File: config.mk
export PLATFORM = sky130hd
export DESIGN_NAME = config_mem_ctx
export DESIGN_NICKNAME = d
export VERILOG_FILES = /design/src/rtl/config_mem_pkg.sv /design/src/rtl/config_mem_bank.sv /design/src/rtl/config_mem_ctx.sv
export SDC_FILE = /design/constraint.sdc
export NUM_CORES = 2
export LEC_CHECK = 0
export BUFFER_PORTS_ARGS = -buffer_cell sky130_fd_sc_hd__buf_2
export CAP_MARGIN = 15
export CORE_MARGIN = 2
export CORE_UTILIZATION = 40
export DETAILED_ROUTE_END_ITERATION = 8
export PLACE_DENSITY = 0.65
export SETUP_SLACK_MARGIN = 0.05
export SLEW_MARGIN = 5
export SYNTH_ARGS = -nofsm -noshare
export SYNTH_HDL_FRONTEND = slang
export SYNTH_HIERARCHICAL = 1
export SYNTH_SLANG_ARGS = --single-unit
File: constraint.sdc
create_clock -name clk -period 12.5 [get_ports clk]
set_clock_uncertainty 0.2 [all_clocks]
set_input_delay 0 -clock clk [delete_from_list [all_inputs] [get_ports clk]]
set_output_delay 0 -clock clk [all_outputs]
set_load 0.02 [all_outputs]
File: src/rtl/config_mem_pkg.sv
// Shared types and helpers for the multi-context configuration memory.
package config_mem_pkg;

    localparam int WIDTH = 16;

    typedef logic [WIDTH-1:0] cfg_word_t;

    typedef enum logic [1:0] {
        IDLE  = 2'd0,
        WRITE = 2'd1,
        ACK   = 2'd2
    } state_t;

    // Context index width; a single-context build still needs one bit.
    function automatic int ctx_w(input int n);
        if (n <= 2) begin
            return 1;
        end else begin
            return $clog2(n);
        end
    endfunction

endpackage

File: src/rtl/config_mem_bank.sv
// One stored configuration context: single-word write port, full parallel read.
module config_mem_bank
    import config_mem_pkg::*;
#(
    parameter int WIDTH     = config_mem_pkg::WIDTH,
    parameter int NUM_WORDS = 9,
    parameter int IDX_W     = 4
) (
    input  logic             clk,
    input  logic             reset,
    input  logic             we,
    input  logic [IDX_W-1:0] waddr,
    input  logic [WIDTH-1:0] wdata,
    output logic [WIDTH-1:0] rdata [NUM_WORDS]
);

    logic [WIDTH-1:0] mem_r [NUM_WORDS];

    // Word storage, cleared on reset.
    always_ff @(posedge clk or posedge reset) begin
        if (reset) begin
            for (int w = 0; w < NUM_WORDS; w++) begin
                mem_r[w] <= {WIDTH{1'b0}};
            end
        end else begin
            for (int w = 0; w < NUM_WORDS; w++) begin
                if (we && (waddr == IDX_W'(w))) begin
                    mem_r[w] <= wdata;
                end
            end
        end
    end

    assign rdata = mem_r;

endmodule

File: src/rtl/config_mem_ctx.sv
// Multi-context configuration memory: word-serial masked loader, context
// switching with deferral onto an in-flight write, registered active image.
module config_mem_ctx
    import config_mem_pkg::*;
#(
    parameter int WIDTH     = config_mem_pkg::WIDTH,
    parameter int NUM_WORDS = 9,
    parameter int NUM_CTX   = 4,
    parameter int CTX_W     = ctx_w(NUM_CTX)
) (
    input  logic                 clk,
    input  logic                 reset,
    input  logic                 write_en,
    input  logic [CTX_W-1:0]     write_ctx,
    input  logic [WIDTH-1:0]     w_data_in [NUM_WORDS],
    input  logic [NUM_WORDS-1:0] w_mask,
    output logic                 write_rdy,
    output logic                 write_ack,
    input  logic                 ctx_switch,
    input  logic [CTX_W-1:0]     ctx_sel,
    output logic                 switch_ack,
    output logic                 cfg_err,
    output logic [CTX_W-1:0]     active_ctx,
    input  logic                 on_off,
    output logic                 on_off_vector_fu,
    output logic [WIDTH-1:0]     r_data_out [NUM_WORDS]
);

    localparam int IDX_W = (NUM_WORDS > 1) ? $clog2(NUM_WORDS) : 1;
    localparam logic [IDX_W-1:0] LAST_IDX = IDX_W'(NUM_WORDS - 1);

    state_t                 state_r;
    state_t                 state_nxt_s;
    logic [IDX_W-1:0]       idx_r;
    logic [CTX_W-1:0]       tgt_r;
    logic [NUM_WORDS-1:0]   mask_r;
    logic [WIDTH-1:0]       data_r [NUM_WORDS];
    logic                   pend_r;

    logic [WIDTH-1:0]       bank_rd_s    [NUM_CTX][NUM_WORDS];
    logic [WIDTH-1:0]       sel_img_s    [NUM_WORDS];
    logic [WIDTH-1:0]       commit_img_s [NUM_WORDS];

    logic                   accept_s;
    logic                   last_s;
    logic                   sw_bad_s;
    logic                   tgt_bad_s;
    logic                   sw_ok_s;
    logic                   defer_req_s;
    logic                   imm_s;
    logic                   apply_def_s;
    logic                   commit_s;
    logic [CTX_W-1:0]       new_active_s;

    for (genvar c = 0; c < NUM_CTX; c++) begin : g_bank
        config_mem_bank #(
            .WIDTH     (WIDTH),
            .NUM_WORDS (NUM_WORDS),
            .IDX_W     (IDX_W)
        ) u_bank (
            .clk   (clk),
            .reset (reset),
            .we    ((state_r == WRITE) && (tgt_r == CTX_W'(c)) && mask_r[idx_r]),
            .waddr (idx_r),
            .wdata (data_r[idx_r]),
            .rdata (bank_rd_s[c])
        );
    end

    assign write_rdy = (state_r == IDLE);

    // Image muxes; the commit image folds in the last word, which is stored on the same edge.
    always_comb begin
        for (int w = 0; w < NUM_WORDS; w++) begin
            sel_img_s[w]    = bank_rd_s[0][w];
            commit_img_s[w] = bank_rd_s[0][w];
            for (int c = 1; c < NUM_CTX; c++) begin
                sel_img_s[w]    = (ctx_sel == CTX_W'(c)) ? bank_rd_s[c][w] : sel_img_s[w];
                commit_img_s[w] = (tgt_r == CTX_W'(c))   ? bank_rd_s[c][w] : commit_img_s[w];
            end
        end
        commit_img_s[NUM_WORDS-1] = mask_r[NUM_WORDS-1] ? data_r[NUM_WORDS-1]
                                                        : commit_img_s[NUM_WORDS-1];
    end

    // Switch arbitration: a switch onto the in-flight write target waits for the commit.
    always_comb begin
        accept_s    = write_en && (state_r == IDLE);
        last_s      = (state_r == WRITE) && (idx_r == LAST_IDX);
        sw_bad_s    = ctx_switch && (int'(ctx_sel) >= NUM_CTX);
        tgt_bad_s   = (int'(tgt_r) >= NUM_CTX);
        sw_ok_s     = ctx_switch && !sw_bad_s;
        defer_req_s = sw_ok_s && (state_r == WRITE) && (ctx_sel == tgt_r);
        imm_s       = sw_ok_s && !defer_req_s;
        apply_def_s = last_s && !imm_s && (pend_r || defer_req_s);
        if (imm_s) begin
            new_active_s = ctx_sel;
        end else if (apply_def_s) begin
            new_active_s = tgt_r;
        end else begin
            new_active_s = active_ctx;
        end
        commit_s = last_s && (new_active_s == tgt_r);
    end

    // Load sequencer next-state.
    always_comb begin
        state_nxt_s = state_r;
        case (state_r)
            IDLE: begin
                if (write_en) begin
                    state_nxt_s = WRITE;
                end else begin
                    state_nxt_s = IDLE;
                end
            end
            WRITE: begin
                if (idx_r == LAST_IDX) begin
                    state_nxt_s = ACK;
                end else begin
                    state_nxt_s = WRITE;
                end
            end
            ACK:     state_nxt_s = IDLE;
            default: state_nxt_s = IDLE;
        endcase
    end

    // State register.
    always_ff @(posedge clk or posedge reset) begin
        if (reset) begin
            state_r <= IDLE;
        end else begin
            state_r <= state_nxt_s;
        end
    end

    // Load latches, switch state and all registered outputs.
    always_ff @(posedge clk or posedge reset) begin
        if (reset) begin
            idx_r            <= {IDX_W{1'b0}};
            tgt_r            <= {CTX_W{1'b0}};
            mask_r           <= {NUM_WORDS{1'b0}};
            pend_r           <= 1'b0;
            active_ctx       <= {CTX_W{1'b0}};
            write_ack        <= 1'b0;
            switch_ack       <= 1'b0;
            cfg_err          <= 1'b0;
            on_off_vector_fu <= 1'b0;
            for (int w = 0; w < NUM_WORDS; w++) begin
                data_r[w]     <= {WIDTH{1'b0}};
                r_data_out[w] <= {WIDTH{1'b0}};
            end
        end else begin
            on_off_vector_fu <= on_off;
            write_ack        <= last_s;
            cfg_err          <= sw_bad_s || (last_s && tgt_bad_s);
            switch_ack       <= imm_s || apply_def_s;
            active_ctx       <= new_active_s;

            if (accept_s) begin
                data_r <= w_data_in;
                mask_r <= w_mask;
                tgt_r  <= write_ctx;
                idx_r  <= {IDX_W{1'b0}};
            end else if ((state_r == WRITE) && !last_s) begin
                idx_r <= idx_r + {{(IDX_W-1){1'b0}}, 1'b1};
            end

            if (imm_s || last_s) begin
                pend_r <= 1'b0;
            end else if (defer_req_s) begin
                pend_r <= 1'b1;
            end

            if (commit_s) begin
                r_data_out <= commit_img_s;
            end else if (imm_s) begin
                r_data_out <= sel_img_s;
            end
        end
    end

endmodule

==> impl_summary.txt <==
----------------------------------------------------
[Place]
  Placed cell areas ... 46,500 um2
  Estimated wirelength of the detail-placed design ... 74.8 mm
  Number of port buffers ... 311
  Routability cong. ... 0.783
  Worst slack at placement ... 7.32 ns
  Post-Place Cells ... 4,175

[Worst setup path]
  Sort of element at the start of the critical path ... flip-flop
  Critical Path End Type ... flip-flop
  Cell class contributing the biggest share of worst-path delay ... buffers and inverters
  Combined buffer and inverter count along the critical path ... 2
  Crit path max-delay cell type ... sky130_fd_sc_hd__buf_4
  Highest cell delay on the worst timing path ... 0.89 ns
  Cell breakdown of the critical path ... buf_4, xnor2_1, and3_1, nand2b_4, buf_4, mux2_2, mux2_4
  Worst EP arrival ... 5.43 ns
  CP Class ... reg2reg
  Most common cell type on the critical path ... sky130_fd_sc_hd__buf_4
  Worst Path Max Fanout ... 57
  Worst EP required ... 12.87 ns

[Pwr]
  Tot Pwr ... 13.4 mW
  Maximum ir drop on the vdd rail ... 0.195 mV
  Power share of the sequential group ... 0.368
  Clock group share of total power ... 0.235
  Psw ... 4.96 mW
  Power per cell area ... 251 nW/um2
  Combinational cell fraction of total power ... 0.397
  Switching Fraction ... 0.370
  Leakage ... 24.8 nW
  Cell Int Power ... 8.43 mW

[GRT]
  Remaining global-route overflow ... 0
  Vias in the first global route ... 30,678
  Maximum number of pins on one net before global-route repair ... 104
  Initial antenna violation count ... 14
  Wire length of the first global-routing pass ... 197 mm
  Combined global-route utilization of all metal layers ... 0.237

[STA]
  Worst-case setup margin in the final layout ... 7.44 ns
  Post-route fraction of the period consumed by the critical path ... 0.404
  Final setup violation count ... 0
  Final-layout worst hold slack ... 0.180 ns
  Unrepaired setup endpoints after global routing ... no
  Total negative setup slack ... 0 ns
  Headroom to the max-slew limit ... 0.164
  Final Hold Violating Endpoints ... 0
  Final Max Tran Viols ... 0
  Final Critical Period ... 5.06 ns
  Fmax ... 198 MHz
  Tightest Pin Transition ... 1.25 ns

[Routing]
  Average wire per standard cell ... 27.8 um
  Final Routed Wirelength ... 130 mm
  Post-detailed-route via-to-cell ratio ... 5.74
  Routed Antenna Nets ... 0
  First-pass iteration count of the detailed router ... 5
  Violation count after the first detailed-route iteration ... 1,643
  Routed via count ... 26,899
  DRC violations left ... 0

[Cells and area]
  Post-route cell area ... 53,300 um2
  Total area of multi-input combinational cells ... 20,500 um2
  Utilization after layout ... 0.496
  Finished Layout Cells ... 4,688
  Fill count ... 8,756
  Net total in the final layout ... 3,359
  Growth of design area from synthesis to finish ... 22.6%
  Sequential Area ... 22,200 um2
  Share of layout cells above drive strength 1 ... 0.578

[Floorplanning]
  Initial standard-cell utilization of the core ... 0.405
  Number of core rows ... 120
  Area of the core ... 107,000 um2
  Die footprint ... 111,000 um2
  Total I/O pin count ... 313
  Die Span X ... 334 um
  Height of the chip ... 334 um

[Yosys]
  Mux share of post-synthesis cell area ... 0.441
  Combinational family with the most area after synthesis ... multiplexers
  Fraction of the mapped netlist area in simple logic gates ... 0.0199
  Top post-synthesis cells by area ... sky130_fd_sc_hd__dfrtp_1, sky130_fd_sc_hd__mux2_2, sky130_fd_sc_hd__mux4_2
  Share of synthesized registers carrying an async set or reset ... 1.00
  Cell variety after synth ... 44
  Average cell area after synthesis ... 16.7 um2
  Most repeated cell in the gate-level netlist after synthesis ... sky130_fd_sc_hd__mux2_2
  Number of synthesized flops with an enable pin ... 0
  Ranking of synthesized cells by instance count ... sky130_fd_sc_hd__mux2_2, sky130_fd_sc_hd__dfrtp_1, sky130_fd_sc_hd__mux4_2
  Primary flip-flop cell chosen by synthesis mapping ... sky130_fd_sc_hd__dfrtp_1
  Number of nets produced by synthesis ... 2,768
  Warnings, synthesis ... 6
  Share of the synthesized area in compound gates (AO/OA/AOI/OAI) ... 0.00440
  Number of cells produced by synthesis ... 2,604
  Count of state elements after synthesis ... 886
  Post-synthesis cell type with the largest combined area ... sky130_fd_sc_hd__dfrtp_1
  Area share of the largest cell type after synthesis ... 0.510
  Fraction of synthesized cell area in xor and xnor cells ... 0.00121
  Arithmetic-cell share of the synthesized area counting full adders, half adders and majority gates ... 0.000576
  Area of the mapped netlist ... 43,500 um2
  Sequential element share of the synthesized area ... 0.510

[Job]
  Maximum capacitance violations ... 0

[Clock network]
  Master cell of the clock root buffer ... sky130_fd_sc_hd__clkbuf_16
  H-tree level count ... 3
  Number of sinks on the clock net ... 886
  Clock slew seen by the registers of the worst setup and hold paths ... 0.06 ns
  Max clock buf depth ... 3
  CTS tree ... built
  Source-to-sink clock delay at the later pin of the worst-skew pair ... 0.70 ns
  Clock buffer count from CTS ... 98

[Worst hold path]
  Class of the most critical hold timing path ... in2reg

[Outcome]
  Status ... completed

----------------------------------------------------
## layer usage
layer	vias up	global-route usage	wire, um
li1	11183	-	-
met1	14717	0.302	53700
met2	778	0.410	65900
met3	219	0.0430	6910
met4	2	0.0724	3620
met5	-	0	13
## area by class of cell
cell class / count / share of cell area
Antenna cell: 10 / 0.000470
Multi-Input combinational cell: 1522 / 0.385
Timing Repair Buffer: 678 / 0.0974
Clock inverter: 40 / 0.0137
Sequential cell: 886 / 0.416
Inverter: 9 / 0.00117
Tap cell: 1403 / 0.0329
Clock buffer: 140 / 0.0526
## power by group through the flow
stage	clock network [mW]	registers, mW	logic (mW)
6_report	3.15	4.93	5.31
5_1_grt	3.32	5.08	5.65
4_1_cts	3.19	4.91	5.33
3_5_place_dp	0	4.97	5.24
3_3_place_gp	0	4.83	5.09
2_1_floorplan	0	4.74	3.37
## timing repair
item                                   4_1_cts  5_1_grt
resized for setup                            0        0
endpoints found under the hold margin      493        0
hold buffers                               320        0
setup buffers                                0        0
## cells in the final DEF, fill, tap and decap left out, drive strengths merged, types with 17 or more instances in the layout
cell type and instances:
mux2i 71, clkinv 19, nand2 29, mux4 320
clkbuf 140, mux2 986, dlygate4sd3 320, buf 358
o21ai 17, nor2 19, dfrtp 886
## worst paths after layout
| path | from | endpoint | slack [ns] | cells after the start |
|---|---|---|---|---|
| worst max-delay path | tgt_r[0] | r_data_out[37] | 7.44 | 7 |
| min in group asynchronous | reset | r_data_out[89] | 0.40 | 4 |
| worst max register to register | tgt_r[0] | r_data_out[37] | 7.44 | 7 |
| worst min register to register | data_r[101] | data_r[101] | 0.30 | 1 |
| max in group asynchronous | reset | g_bank[3].u_bank/rdata[23] | 8.65 | 7 |
| worst min-delay path | ctx_switch | switch_ack | 0.18 | 4 |
## cells by family after synthesis
logic type,count (synthesis)
AOI/OAI and AO/OA,32
xor gates and xnor gates,6
adders and majority gates,2
buffers and inverters,196
DFF,886
muxes,1377
other,1
and+or+nand+nor,104
## worst min-delay path, delay by kind of cell
family / cells / cell delay, ns
buffers and inverters: 2 / 0.80
AOI/OAI and AO/OA: 2 / 0.19
## sequential cells by signal, indices dropped and copies added (netlist names), 2 cells and up
signal	count
data_r	144
active_ctx	2
mask_r	9
state_r	2
r_data_out	144
tgt_r	2
g_bank.u_bank/rdata	576
idx_r	4
Power figures use the tool's default switching activity.
